$ cat src/rtl/lhs_iter.sv
// Iterative left-hand shifter: shifts, arithmetic shifts and rotates one bit
// position per clock behind a start/busy/done handshake.
module lhs_iter #(
  parameter int WIDTH   = 8,
  parameter int COUNT_W = $clog2(WIDTH + 1)
) (
  input  logic               alu_clk,
  input  logic               reset,
  input  logic               start,
  input  logic [2:0]         operation,
  input  logic [COUNT_W-1:0] count,
  input  logic [WIDTH-1:0]   in,
  input  logic               carry_in,
  output logic [WIDTH-1:0]   out,
  output logic               carry_out,
  output logic               busy,
  output logic               done
);

  typedef enum logic {IDLE, SHIFT} state_t;

  localparam logic [2:0] OP_PASS = 3'b000;
  localparam logic [2:0] OP_SHL  = 3'b001;
  localparam logic [2:0] OP_SHR  = 3'b010;
  localparam logic [2:0] OP_ZERO = 3'b011;
  localparam logic [2:0] OP_ASR  = 3'b100;
  localparam logic [2:0] OP_ROL  = 3'b101;
  localparam logic [2:0] OP_ROR  = 3'b110;
  localparam logic [2:0] OP_RSVD = 3'b111;

  state_t             state_reg;
  logic [COUNT_W-1:0] remaining_reg;
  logic [2:0]         mode_reg;
  logic               fill_reg;
  logic [WIDTH-1:0]   out_reg;
  logic               carry_reg;
  logic               busy_reg;
  logic               done_reg;

  logic [COUNT_W-1:0] eff_count;
  logic               is_zero;
  logic               is_pass;
  logic [WIDTH-1:0]   step_r;
  logic               step_c;

  // Counts above WIDTH saturate for every mode, rotates included.
  assign eff_count = (count > COUNT_W'(WIDTH)) ? COUNT_W'(WIDTH) : count;
  assign is_zero   = (operation == OP_ZERO);
  assign is_pass   = (operation == OP_PASS) || (operation == OP_RSVD) ||
                     (eff_count == '0);

  always_comb begin
    step_r = out_reg;
    step_c = carry_reg;
    case (mode_reg)
      OP_SHL: begin
        step_c = out_reg[WIDTH-1];
        step_r = {out_reg[WIDTH-2:0], fill_reg};
      end
      OP_SHR: begin
        step_c = out_reg[0];
        step_r = {fill_reg, out_reg[WIDTH-1:1]};
      end
      OP_ASR: begin
        step_c = out_reg[0];
        step_r = {out_reg[WIDTH-1], out_reg[WIDTH-1:1]};
      end
      OP_ROL: begin
        step_c = out_reg[WIDTH-1];
        step_r = {out_reg[WIDTH-2:0], out_reg[WIDTH-1]};
      end
      OP_ROR: begin
        step_c = out_reg[0];
        step_r = {out_reg[0], out_reg[WIDTH-1:1]};
      end
      default: ;
    endcase
  end

  always_ff @(posedge alu_clk) begin
    if (reset) begin
      state_reg     <= IDLE;
      remaining_reg <= '0;
      mode_reg      <= OP_PASS;
      fill_reg      <= 1'b0;
      out_reg       <= '0;
      carry_reg     <= 1'b0;
      busy_reg      <= 1'b0;
      done_reg      <= 1'b0;
    end else begin
      done_reg <= 1'b0;
      case (state_reg)
        IDLE: begin
          if (start) begin
            // ZERO wins over a zero count: the mode itself defines the result.
            if (is_zero) begin
              out_reg   <= '0;
              carry_reg <= 1'b0;
              done_reg  <= 1'b1;
            end else if (is_pass) begin
              out_reg   <= in;
              carry_reg <= carry_in;
              done_reg  <= 1'b1;
            end else begin
              out_reg       <= in;
              carry_reg     <= carry_in;
              remaining_reg <= eff_count;
              mode_reg      <= operation;
              fill_reg      <= carry_in;
              busy_reg      <= 1'b1;
              state_reg     <= SHIFT;
            end
          end
        end
        SHIFT: begin
          out_reg       <= step_r;
          carry_reg     <= step_c;
          remaining_reg <= remaining_reg - 1'b1;
          if (remaining_reg == COUNT_W'(1)) begin
            busy_reg  <= 1'b0;
            done_reg  <= 1'b1;
            state_reg <= IDLE;
          end
        end
        default: state_reg <= IDLE;
      endcase
    end
  end

  assign out       = out_reg;
  assign carry_out = carry_reg;
  assign busy      = busy_reg;
  assign done      = done_reg;

endmodule

$ cat config.mk
export PLATFORM = sky130hd
export DESIGN_NAME = lhs_iter
export DESIGN_NICKNAME = d
export VERILOG_FILES = /design/src/rtl/lhs_iter.sv
export SDC_FILE = /design/constraint.sdc
export NUM_CORES = 1
export LEC_CHECK = 0
export ABC_CLOCK_PERIOD_IN_PS = 1500
export CELL_PAD_IN_SITES_DETAIL_PLACEMENT = 0
export CELL_PAD_IN_SITES_GLOBAL_PLACEMENT = 2
export CORE_MARGIN = 8
export CORE_UTILIZATION = 27
export CTS_CLUSTER_SIZE = 24
export DETAILED_ROUTE_END_ITERATION = 16
export PLACE_DENSITY_LB_ADDON = 0.1
export SYNTH_ARGS = -nofsm -noshare
export SYNTH_HDL_FRONTEND = slang
export SYNTH_SLANG_ARGS = --single-unit
$ cat constraint.sdc
create_clock -name alu_clk -period 1.5 [get_ports alu_clk]
set_input_delay 0.3 -clock alu_clk [delete_from_list [all_inputs] [get_ports alu_clk]]
set_output_delay 0.3 -clock alu_clk [all_outputs]
set_load 0.01 [all_outputs]
==> results summary, run 1 <==
Measured against its own limit, the worst slew margin works out to 77.86%. The library cell used most frequently in the layout, excluding fill and tap cells, is nor2_1. Once layout is complete, the utilization of the core stands at 41.67%.

The total iterations of the first detailed-routing run came out at 4. The global routing met3 resource utilization came out at 3.285%. The tightest hold path in the finished design has a slack of 0.4297 ns.

The cell at the slowest stage of the critical path is clkdlybuf4s50_1. The region available for standard cell placement spans 4414 sq um. The min-delay analysis places its worst path in the category in -> reg.

The number of non-filler instances in the completed layout came out at 225. The number of standard-cell rows in the floorplan came out at 24. After global routing the overflow that remains totals 0. The share of cells above drive strength 1 is 32.37%. In this run the power density over the cells is 867.3 nW/um^2.

CTS built an H-tree with a depth of 1. TritonCTS built the clock tree. Entering global routing, the biggest net connects 21 pins. The count of unique library cells instantiated by Yosys is 39. The total of buffers placed on input and output ports came out at 29.

The net count of the mapped netlist is 148. The number of global-route vias before repair came out at 1092. The global placement routability congestion came out at 0.7174. After clock tree synthesis, the flow added hold-fix buffers numbering 0.

The post-CTS clock slew at the launch and capture registers of the worst setup and hold paths came out at 0.08 ns. After detailed placement, the design holds a cell count of 217. The clock net sink count came out at 20. The fraction of post-synthesis cell area in the top cell type by area came out at 31.94%. Sorting the synthesized cells by area gives the leading types as dfxtp_1 (32%), a221oi_2 (9.6%), nor3_2 (6.4%), mux2_1 (6.3%), nor2_1 (5.1%). The data arrival time of the critical path came out at 1.16 ns. The path type of the worst setup path is reg -> out.

The transition at the pin with the smallest max-transition slack came out at 0.3286 ns. Along the worst path, the maximum fanout reaches 4. In this run the deepest clock path goes through 2 buffers. The routed design could run at a clock period as short as 1.455 ns. The buffer and inverter count on the worst path is 1. Counting flops and latches in the post-synthesis netlist gives 20.

The register with the most flip-flops in the layout has 8 of them. The flow ran to the end, and the final reports show no timing, DRC or antenna violations. The detailed placement HPWL is 2598 um.

Summed over all layers, the routed wires come to 3490 um. Dividing the final minimum period by the clock period gives 97.03%. Setup repair after global routing left no endpoint under its margin. The total CTS buffers came out at 3. The first global-routing pass estimated 5561 um of wire.

The required time at the endpoint of the critical path is 1.20 ns. The dominant cell type by area after synthesis is dfxtp_1. The family with the most delay on the worst path is buffers and inverters. After the first detailed-routing iteration, the DRC count stood at 29. The final-layout fill cell count came out at 430. For the worst-skew pair, the clock arrives at the later sink with an insertion delay of 0.26 ns. The count of warnings emitted by yosys came out at 0.

Setup violations remaining at the end of the flow were counted as 0. The met2 global-route usage came out at 13.79%. The delay of the slowest cell on the worst path is 0.54 ns. In this run the cell area of the synthesized design comes to 1254 sq um.

The tool flagged a number of max-cap violations equal to 0. The upper clock frequency limit is 687.1 MHz. The max-slew violation count is 0. Dividing the synthesized area by the synthesized cell count gives 9.872 sq um. The wire length per cell after detailed routing came out at 15.51 um. Sequential elements use 31.94% of the synthesized area. From left edge to right edge, the die measures 84.14 um.

The antenna diode instance count is 0. The routed via count divided by cell count is 5.000. The via count of the routed design is 1125. IR analysis of the VDD net gives a maximum drop of 338.8 uV. The area growth from synthesis to layout is 46.71%.

The floorplan step defined a die boundary enclosing 7080 sq um. met2 is the most crowded layer. The post-route DRC violation count is 0.

The initial antenna violation count was 0. Across the whole layout, storage elements account for 409.1 sq um. The worst setup path is launched from a flop. The starting density of the core is 28.40%. The gate count of the mapped netlist came out at 127. Walking the worst path, the cells encountered are clkdlybuf4s50_1.

The worst setup path is captured at an output port. In this run the clock root is driven by a clkbuf_8. The final antenna-violating net count is 0. The worst setup skew after layout came out at 0.007364 ns. The global-route usage over all layers came out at 9.485%. Global routing consumed, on the met1 layer, 12.71% of the routing resources. The final-report hold violation count came out at 0.

The top-level I/O count came out at 30. Leaving out fill and tap cells, the most frequent cells in the layout are nor2_1 (17), buf_4 (16), dfxtp_1 (15). Summing all multi-input logic gate instances after layout gives 815.8 sq um. The net count of the finished layout came out at 195. The total leakage power came out at 0.0007879 uW. The vertical extent of the die is 84.14 um. The accumulated negative setup slack is 0 ns.
## synthesized netlist by cell type, drive strengths merged
library cell,n
dfxtp,20
nor2,17
a221oi,9
nor3,9
mux2,7
nand2,7
a31oi,5
buf,5
mux2i,5
nand3b,5
a21oi,4
clkbuf,3
inv,3
nor2b,3
or3,3
and2b,2
ha,2
nor3b,2
xor2,2
a21boi,1
a31o,1
and4,1
nand2b,1
nand3,1
nand4,1
nor4bb,1
o21ai,1
o21ba,1
o21bai,1
o22ai,1
o311a,1
or4,1
or4b,1
## path summary, 6_finish.rpt
kind / cells past startpoint / slack (ns) / start / endpoint
worst max register to register: 5 / 0.06 / mode_reg[0] / out[6]
worst min-delay path: 4 / 0.43 / operation[2] / mode_reg[2]
worst max-delay path: 1 / 0.04 / out[5] / out[5]
worst min register to register: 2 / 0.49 / busy / busy
## stage by stage
stage | instance area (sq um) | setup WS (ns) | total power [uW]
3_3_place_gp | 1710 | -0.4001 | 1176
6_report | 1839 | 0.04455 | 1595
5_1_grt | 1839 | 0.0002426 | 1691
2_1_floorplan | 1254 | 0.04080 | 945.1
4_1_cts | 1788 | -0.007210 | 1610
3_5_place_dp | 1710 | -0.4334 | 1181
## power by group
part           internal [uW]  switching, uW  total [uW]
logic                    286            250         536
registers                585           50.6         636
clock network            234            189         423
## what timing repair did
action                                  4_1_cts  5_1_grt
buffers inserted                              2        2
endpoints found under the setup margin       25       14
gates resized for setup                      17       12
pin swaps                                     6        9
## metal layers
layer  up-vias  share of wire, %
met4         0               1.5
met2        24                42
met3         7               6.4
li1        561                 -
met5         -                 0
met1       533                50
## cells by family after synthesis
logic type                 share of synthesized area [%]
and+or+nand+nor                                    28.04
AOI/OAI and AO/OA                                  21.36
DFF                                                31.94
muxes                                              10.28
buffers and inverters                              4.990
xor gates and xnor gates                           1.397
adders and majority gates                          1.996
## layout make-up
type / instances / area share (%)
timing repair buffer: 50 / 26.26
multi-input combinational: 96 / 44.35
clock buffer: 4 / 2.993
sequential: 20 / 22.24
tap: 52 / 3.537
inverter: 3 / 0.6122
Note: power is estimated with default switching activity, not from simulation.
==> run 2: changes to the inputs <==
--- a/config.mk
+++ b/config.mk
@@ -10,7 +10,6 @@
 export CELL_PAD_IN_SITES_GLOBAL_PLACEMENT = 2
 export CORE_MARGIN = 8
 export CORE_UTILIZATION = 27
-export CTS_CLUSTER_SIZE = 24
 export DETAILED_ROUTE_END_ITERATION = 16
 export PLACE_DENSITY_LB_ADDON = 0.1
 export SYNTH_ARGS = -nofsm -noshare
==> results of run 2 <==
No change in the layout: final DEF, timing and power equal those of run 1.
